[src/rtl/mips_pkg.sv]
// Shared definitions for the MIPS execute-stage multiply/divide unit.
//   MD_WIDTH      default operand width (HI and LO are each this wide)
//   md_op_e       operation encodings: MULT, MULTU, DIV, DIVU
//   md_state_e    sequencer states: IDLE, CALC, FIX
package mips_pkg;

    localparam int unsigned MD_WIDTH = 32;

    typedef enum logic [1:0] {
        MD_MULT  = 2'b00,
        MD_MULTU = 2'b01,
        MD_DIV   = 2'b10,
        MD_DIVU  = 2'b11
    } md_op_e;

    typedef enum logic [1:0] {
        MD_IDLE = 2'b00,
        MD_CALC = 2'b01,
        MD_FIX  = 2'b10
    } md_state_e;

endpackage

[src/rtl/mult_div_unit.sv]
// Iterative multiply/divide unit writing the architectural HI/LO registers.
// One shift-add (multiply) or restoring shift-subtract (divide) step per clock,
// followed by one cycle of sign fixup. Start-to-done latency is WIDTH+1 cycles.
// Ports:
//   clk, rst_n     clock, asynchronous active-low reset
//   start, op      launch MULT/MULTU/DIV/DIVU (sampled only in IDLE)
//   A, B           operands; A is also the MTHI/MTLO write data
//   mthi, mtlo     write A into HI/LO (only in IDLE, and only without start)
//   busy, done     busy while computing; done pulses when HI/LO get the result
//   div_by_zero    set with done for a divide by zero, cleared on the next start
//   hi, lo         HI and LO registers
module mult_div_unit
    import mips_pkg::*;
#(
    parameter int unsigned WIDTH = MD_WIDTH
) (
    input  logic             clk,
    input  logic             rst_n,
    input  logic             start,
    input  logic [1:0]       op,
    input  logic [WIDTH-1:0] A,
    input  logic [WIDTH-1:0] B,
    input  logic             mthi,
    input  logic             mtlo,
    output logic             busy,
    output logic             done,
    output logic             div_by_zero,
    output logic [WIDTH-1:0] hi,
    output logic [WIDTH-1:0] lo
);

    localparam int unsigned CNT_W = $clog2(WIDTH);
    localparam int unsigned W2    = 2 * WIDTH;
    localparam logic [CNT_W-1:0] LAST_ITER = CNT_W'(WIDTH - 1);

    // Conditional two's-complement negation; used both for magnitudes and fixup.
    function automatic logic [WIDTH-1:0] twos(input logic [WIDTH-1:0] v, input logic neg);
        return neg ? (~v + WIDTH'(1)) : v;
    endfunction

    md_state_e        state;
    md_op_e           op_q;
    logic [CNT_W-1:0] cnt;
    logic [WIDTH-1:0] acc_hi;  // product high half / partial remainder
    logic [WIDTH-1:0] acc_lo;  // multiplier bits / dividend bits becoming quotient
    logic [WIDTH-1:0] b_mag;
    logic             neg_a;
    logic             neg_b;
    logic             b_zero;

    logic             start_signed;
    logic             is_div;
    logic [WIDTH:0]   add_sum;
    logic [WIDTH:0]   div_shift;
    logic [WIDTH-1:0] div_diff;
    logic             div_ge;
    logic [WIDTH-1:0] step_hi;
    logic [WIDTH-1:0] step_lo;
    logic [W2-1:0]    product;
    logic [WIDTH-1:0] fix_hi;
    logic [WIDTH-1:0] fix_lo;

    assign start_signed = (op == MD_MULT) || (op == MD_DIV);
    assign is_div       = (op_q == MD_DIV) || (op_q == MD_DIVU);

    always_comb begin
        add_sum   = {1'b0, acc_hi} + (acc_lo[0] ? {1'b0, b_mag} : '0);
        div_shift = {acc_hi, acc_lo[WIDTH-1]};
        div_ge    = div_shift >= {1'b0, b_mag};
        // When the subtract succeeds the result is below b_mag, so WIDTH bits suffice.
        div_diff  = div_shift[WIDTH-1:0] - b_mag;
        if (is_div) begin
            step_hi = div_ge ? div_diff : div_shift[WIDTH-1:0];
            step_lo = {acc_lo[WIDTH-2:0], div_ge};
        end else begin
            step_hi = add_sum[WIDTH:1];
            step_lo = {add_sum[0], acc_lo[WIDTH-1:1]};
        end
    end

    always_comb begin
        product = {acc_hi, acc_lo};
        if ((op_q == MD_MULT) && (neg_a ^ neg_b)) begin
            product = ~product + W2'(1);
        end
        fix_hi = product[W2-1:WIDTH];
        fix_lo = product[WIDTH-1:0];
        if (is_div) begin
            // With B==0 every subtract succeeds: the remainder ends as |A|, so
            // re-applying A's sign restores the raw dividend for HI.
            fix_hi = twos(acc_hi, neg_a);
            fix_lo = b_zero ? '1 : twos(acc_lo, neg_a ^ neg_b);
        end
    end

    always_ff @(posedge clk or negedge rst_n) begin
        if (!rst_n) begin
            state       <= MD_IDLE;
            op_q        <= MD_MULT;
            cnt         <= '0;
            acc_hi      <= '0;
            acc_lo      <= '0;
            b_mag       <= '0;
            neg_a       <= 1'b0;
            neg_b       <= 1'b0;
            b_zero      <= 1'b0;
            busy        <= 1'b0;
            done        <= 1'b0;
            div_by_zero <= 1'b0;
            hi          <= '0;
            lo          <= '0;
        end else begin
            done <= 1'b0;
            unique case (state)
                MD_IDLE: begin
                    if (start) begin
                        op_q        <= md_op_e'(op);
                        neg_a       <= start_signed & A[WIDTH-1];
                        neg_b       <= start_signed & B[WIDTH-1];
                        acc_hi      <= '0;
                        acc_lo      <= twos(A, start_signed & A[WIDTH-1]);
                        b_mag       <= twos(B, start_signed & B[WIDTH-1]);
                        b_zero      <= (B == '0);
                        cnt         <= '0;
                        div_by_zero <= 1'b0;
                        busy        <= 1'b1;
                        state       <= MD_CALC;
                    end else begin
                        if (mthi) hi <= A;
                        if (mtlo) lo <= A;
                    end
                end
                MD_CALC: begin
                    acc_hi <= step_hi;
                    acc_lo <= step_lo;
                    cnt    <= cnt + CNT_W'(1);
                    if (cnt == LAST_ITER) state <= MD_FIX;
                end
                MD_FIX: begin
                    hi          <= fix_hi;
                    lo          <= fix_lo;
                    done        <= 1'b1;
                    busy        <= 1'b0;
                    div_by_zero <= is_div & b_zero;
                    state       <= MD_IDLE;
                end
                default: state <= MD_IDLE;
            endcase
        end
    end

endmodule

[config.mk]
export PLATFORM = sky130hd
export DESIGN_NAME = mult_div_unit
export DESIGN_NICKNAME = d
export VERILOG_FILES = /design/src/rtl/mips_pkg.sv /design/src/rtl/mult_div_unit.sv
export SDC_FILE = /design/constraint.sdc
export NUM_CORES = 1
export LEC_CHECK = 0
export ABC_AREA = 0
export ABC_CLOCK_PERIOD_IN_PS = 5080
export CORE_MARGIN = 2
export CORE_UTILIZATION = 44
export CTS_BUF_LIST = sky130_fd_sc_hd__clkbuf_8
export DETAILED_ROUTE_END_ITERATION = 10
export HOLD_SLACK_MARGIN = 0.08
export PLACE_DENSITY = 0.71
export SYNTH_ARGS = -nofsm -noshare
export SYNTH_HDL_FRONTEND = slang
export SYNTH_SLANG_ARGS = --single-unit
[constraint.sdc]
create_clock -name clk -period 5.08 [get_ports clk]
set_input_delay 1.016 -clock clk [delete_from_list [all_inputs] [get_ports clk]]
set_output_delay 1.016 -clock clk [all_outputs]
set_load 0.05 [all_outputs]
==> run summary <==
TritonCTS built the clock tree. The number of standard cells after synthesis came out at 1820. For the number of antenna violations at the first check in global routing, the log shows 0. Counting flops with a built-in enable in the synthesized netlist gives 0.

The run gives 87 as the count of different cell masters after synthesis. The die covers 0.0346 sq mm. In the routed design, unresolved DRC markers number 0.

Setup violations remaining at the end of the flow were counted as 0. Measured in cells, the most critical reg-to-reg path has a length of 13. The number of global-route vias before repair was 13000. The number of violations of the max-capacitance limit was 0. From bottom edge to top edge, the die measures 186 um. After synthesis the netlist holds a flip-flop and latch count of 175.

The tightest min-delay check is of the register to register type. The synthesized netlist net count was 1963. The share of cells above drive strength 1 works out to 5.06%.

Prior to clock tree synthesis, the placed netlist has a worst setup slack of 1.10 ns. In this run the most critical hold path is launched from lo[21]. STA puts the critical path data required time at 5.42 ns. In the synthesized netlist the dominant register cell turns out to be sky130_fd_sc_hd__dfrtp_1. The clock drives 175 sinks. The wire length after detailed routing is 43.1 mm.

Setup slack on the worst reg-to-reg path comes out at 1.05 ns. Start point of the critical path: acc_lo[0]. In this run the remaining antenna-violating nets after routing total 0. The wire-length estimate of the detail-placed layout is 32.9 mm. The tools report the reg-to-reg critical path startpoint as acc_lo[0]. The tools report the buffer type at the clock tree root as sky130_fd_sc_hd__clkbuf_8. Summing the sequential cell areas from Yosys gives 30.1% of the chip area.

Derived from the worst setup path, the maximum achievable clock frequency is 0.248 GHz. The first global-routing pass estimated 68.7 mm of wire. Global-route usage over all layers: 25.1%. For the buffer levels on the longest clock path, the log shows 2. The mean routed wirelength per cell works out to 18.4 um. The post-cts hold buffer count is 0, and the number of top-level pins is 138. The via total after detailed routing was 13900; the CTS buffer count was 17. For the pin with the worst max-slew slack, the measured transition is 1.00 ns. During synthesis, Yosys emitted a total of 0 warnings. STA classifies the critical path endpoint as a register. At the later pin of the worst-skew pair, clock insertion delay measures 0.48 ns. By startpoint and endpoint, the worst setup path is classified as register to register. The count of port buffers added during placement is 137. The share of flip-flops with an asynchronous set or reset after synthesis works out to 100%. Averaged over all synthesized cells, the footprint is 8.00 sq um.

The area growth from synthesis to final layout is 13.8%, and the placeable core area is 0.0325 sq mm. The sort of element at the start of the critical path was a register. The congestion estimate from routability-driven global placement came to 0.984.

The least setup slack across all paths after layout is 1.05 ns. The layout has 3185 filler cells. In this run the critical register-to-register path is captured at acc_hi[28]. The total count of hold-check failures in the final report was 0.

For hold timing, the worst endpoint is lo[21]. The die is 186 um wide. The run gives 0.0146 sq mm as the combined area of all synthesized cells. The flow ran to the end, and the final reports show no timing, DRC or antenna violations.

Initial detailed-routing violation count: 1091. The repair_antennas step left the layout with diodes totalling 0. The average vias per placed instance is 5.93. The buffer count from post-CTS setup fixing was 0; the time the final worst path needs with I/O delays and setup was 4.03 ns. The relative slew slack is 32.9%.

The total area of multi-input combinational cells was 0.00945 sq mm. Dividing the final minimum period by the clock period gives 79.4%. In this run the worst path has a maximum fanout of 27.

Entering global routing, the biggest net connects 83 pins. Once the clock tree was built, the resizer swapped 0 gates to a different size. The tools report the clock skew as 0.0133 ns. CTS built an H-tree with a depth of 4.

For the total grt overflow, the log shows 0. For the worst setup path, the data arrival time is 4.38 ns. The final layout contains 2026 nets. After clock tree synthesis, the clock-pin slew on the worst setup and hold paths is 0.09 ns. The run gives 0.00438 sq mm as the flip-flop and latch area.

The initialized floorplan defines 66 standard-cell rows. The tools report the number of iterations in the first detailed-routing pass as 7. Adding up every negative setup slack in the final design gives 0 ns. The number of slew-limit violations in the final report came out at 0.

The cell count of the worst hold path is 2, and the effective utilization at floorplan is 44.7%. Setup repair after global routing left no endpoint under its margin.
[final cells by class]
type / count / share of cell area [%]
Inverter: 67 / 1.52
Sequential cell: 175 / 26.5
Clock buffer: 21 / 1.75
Multi-Input combinational cell: 1463 / 57.1
Clock inverter: 11 / 0.491
Tap cell: 442 / 3.34
Timing Repair Buffer: 159 / 9.36
[state kept, by name (all words and copies together), names as in the netlist, 2 cells and up]
| signal | flops |
|---|---|
| acc_hi | 32 |
| b_mag | 32 |
| lo | 32 |
| hi | 32 |
| cnt | 5 |
| op_q | 2 |
| acc_lo | 32 |
| state | 2 |
[cell usage in the layout (no fill, tap or decap), types with 32 or more instances in the layout]
master and instances:
sky130_fd_sc_hd__o22ai_1 32, sky130_fd_sc_hd__inv_1 66, sky130_fd_sc_hd__dfrtp_1 174, sky130_fd_sc_hd__a21oi_1 125, sky130_fd_sc_hd__nor2_1 129, sky130_fd_sc_hd__ha_1 70, sky130_fd_sc_hd__mux2i_1 63, sky130_fd_sc_hd__xor2_1 82
sky130_fd_sc_hd__o21ai_1 53, sky130_fd_sc_hd__clkdlybuf4s50_1 136, sky130_fd_sc_hd__a21o_1 33, sky130_fd_sc_hd__nand2_1 228, sky130_fd_sc_hd__o21ai_0 171, sky130_fd_sc_hd__xnor2_1 86
[cells by family (layout without fill, tap and decap cells)]
family	count (synthesis)	count (layout)	share of synthesized area (%)
xor+xnor	168	168	10.1
mux	64	64	4.44
buf+inv	182	258	5.12
compound gates	591	591	25.5
fa+ha+maj	72	72	6.29
simple gates	568	568	18.5
flops	175	175	30.1
[critical path: stages, from the launching register on]
cell	delay, ns
sky130_fd_sc_hd__dfrtp_1	0.51
sky130_fd_sc_hd__inv_1	0.26
sky130_fd_sc_hd__buf_4	0.33
sky130_fd_sc_hd__nor2_1	0.10
sky130_fd_sc_hd__ha_1	0.35
sky130_fd_sc_hd__a2111oi_0	0.34
sky130_fd_sc_hd__nor3_1	0.16
sky130_fd_sc_hd__a221oi_4	0.43
sky130_fd_sc_hd__nor3_1	0.14
sky130_fd_sc_hd__o32ai_4	0.40
sky130_fd_sc_hd__o21ai_1	0.17
sky130_fd_sc_hd__o311ai_1	0.38
sky130_fd_sc_hd__mux2i_1	0.23
sky130_fd_sc_hd__o211ai_1	0.10
[worst max-delay path by stage]
stage | endpoint | cells past startpoint | slack [ns]
after CTS | acc_hi[28] | 13 | 1.08
final | acc_hi[28] | 13 | 1.05
after global routing | acc_hi[28] | 13 | 0.80
after floorplan | acc_hi[28] | 14 | 1.64
after global placement | acc_hi[28] | 13 | 1.20
after detailed placement | acc_hi[28] | 13 | 1.10
[synth_stat cells, types with 19 or more instances]
cell type | n | area [sq um]
sky130_fd_sc_hd__o21ai_1 | 53 | 265
sky130_fd_sc_hd__o21ai_0 | 171 | 856
sky130_fd_sc_hd__a21oi_1 | 125 | 626
sky130_fd_sc_hd__inv_1 | 66 | 248
sky130_fd_sc_hd__and3_1 | 19 | 119
sky130_fd_sc_hd__nor2_1 | 130 | 488
sky130_fd_sc_hd__nor3_1 | 31 | 155
sky130_fd_sc_hd__dfrtp_1 | 175 | 4380
sky130_fd_sc_hd__nand2_1 | 228 | 856
sky130_fd_sc_hd__a22oi_1 | 20 | 150
sky130_fd_sc_hd__ha_1 | 70 | 876
sky130_fd_sc_hd__xor2_1 | 82 | 718
sky130_fd_sc_hd__nand3_1 | 31 | 155
sky130_fd_sc_hd__xnor2_1 | 86 | 753
sky130_fd_sc_hd__clkbuf_1 | 84 | 315
sky130_fd_sc_hd__o22ai_1 | 32 | 200
sky130_fd_sc_hd__a21o_1 | 33 | 248
sky130_fd_sc_hd__o31ai_1 | 21 | 158
sky130_fd_sc_hd__mux2i_1 | 63 | 631
[per-stage QoR]
stage                     utilization, %  hold slack, ns  area (sq um)  instances
after floorplan                        -           0.444         14600       1820
after global placement              49.8           0.461         16200       2306
after detailed placement            49.8           0.470         16200       2306
after CTS                           50.9           0.492         16600       2338
after global routing                50.9           0.512         16600       2338
final                               50.9           0.486         16600       2338
[layer usage]
metal	GRT usage (%)	routed length [um]	up-vias
met5	0	0	-
met2	40.5	19400	557
met3	3.21	2870	73
met4	8.00	1060	0
li1	-	-	6704
met1	34.9	19700	6542
Power is not shown: default switching activity piles up to over one toggle a cycle in this logic, so the estimate is an artifact.
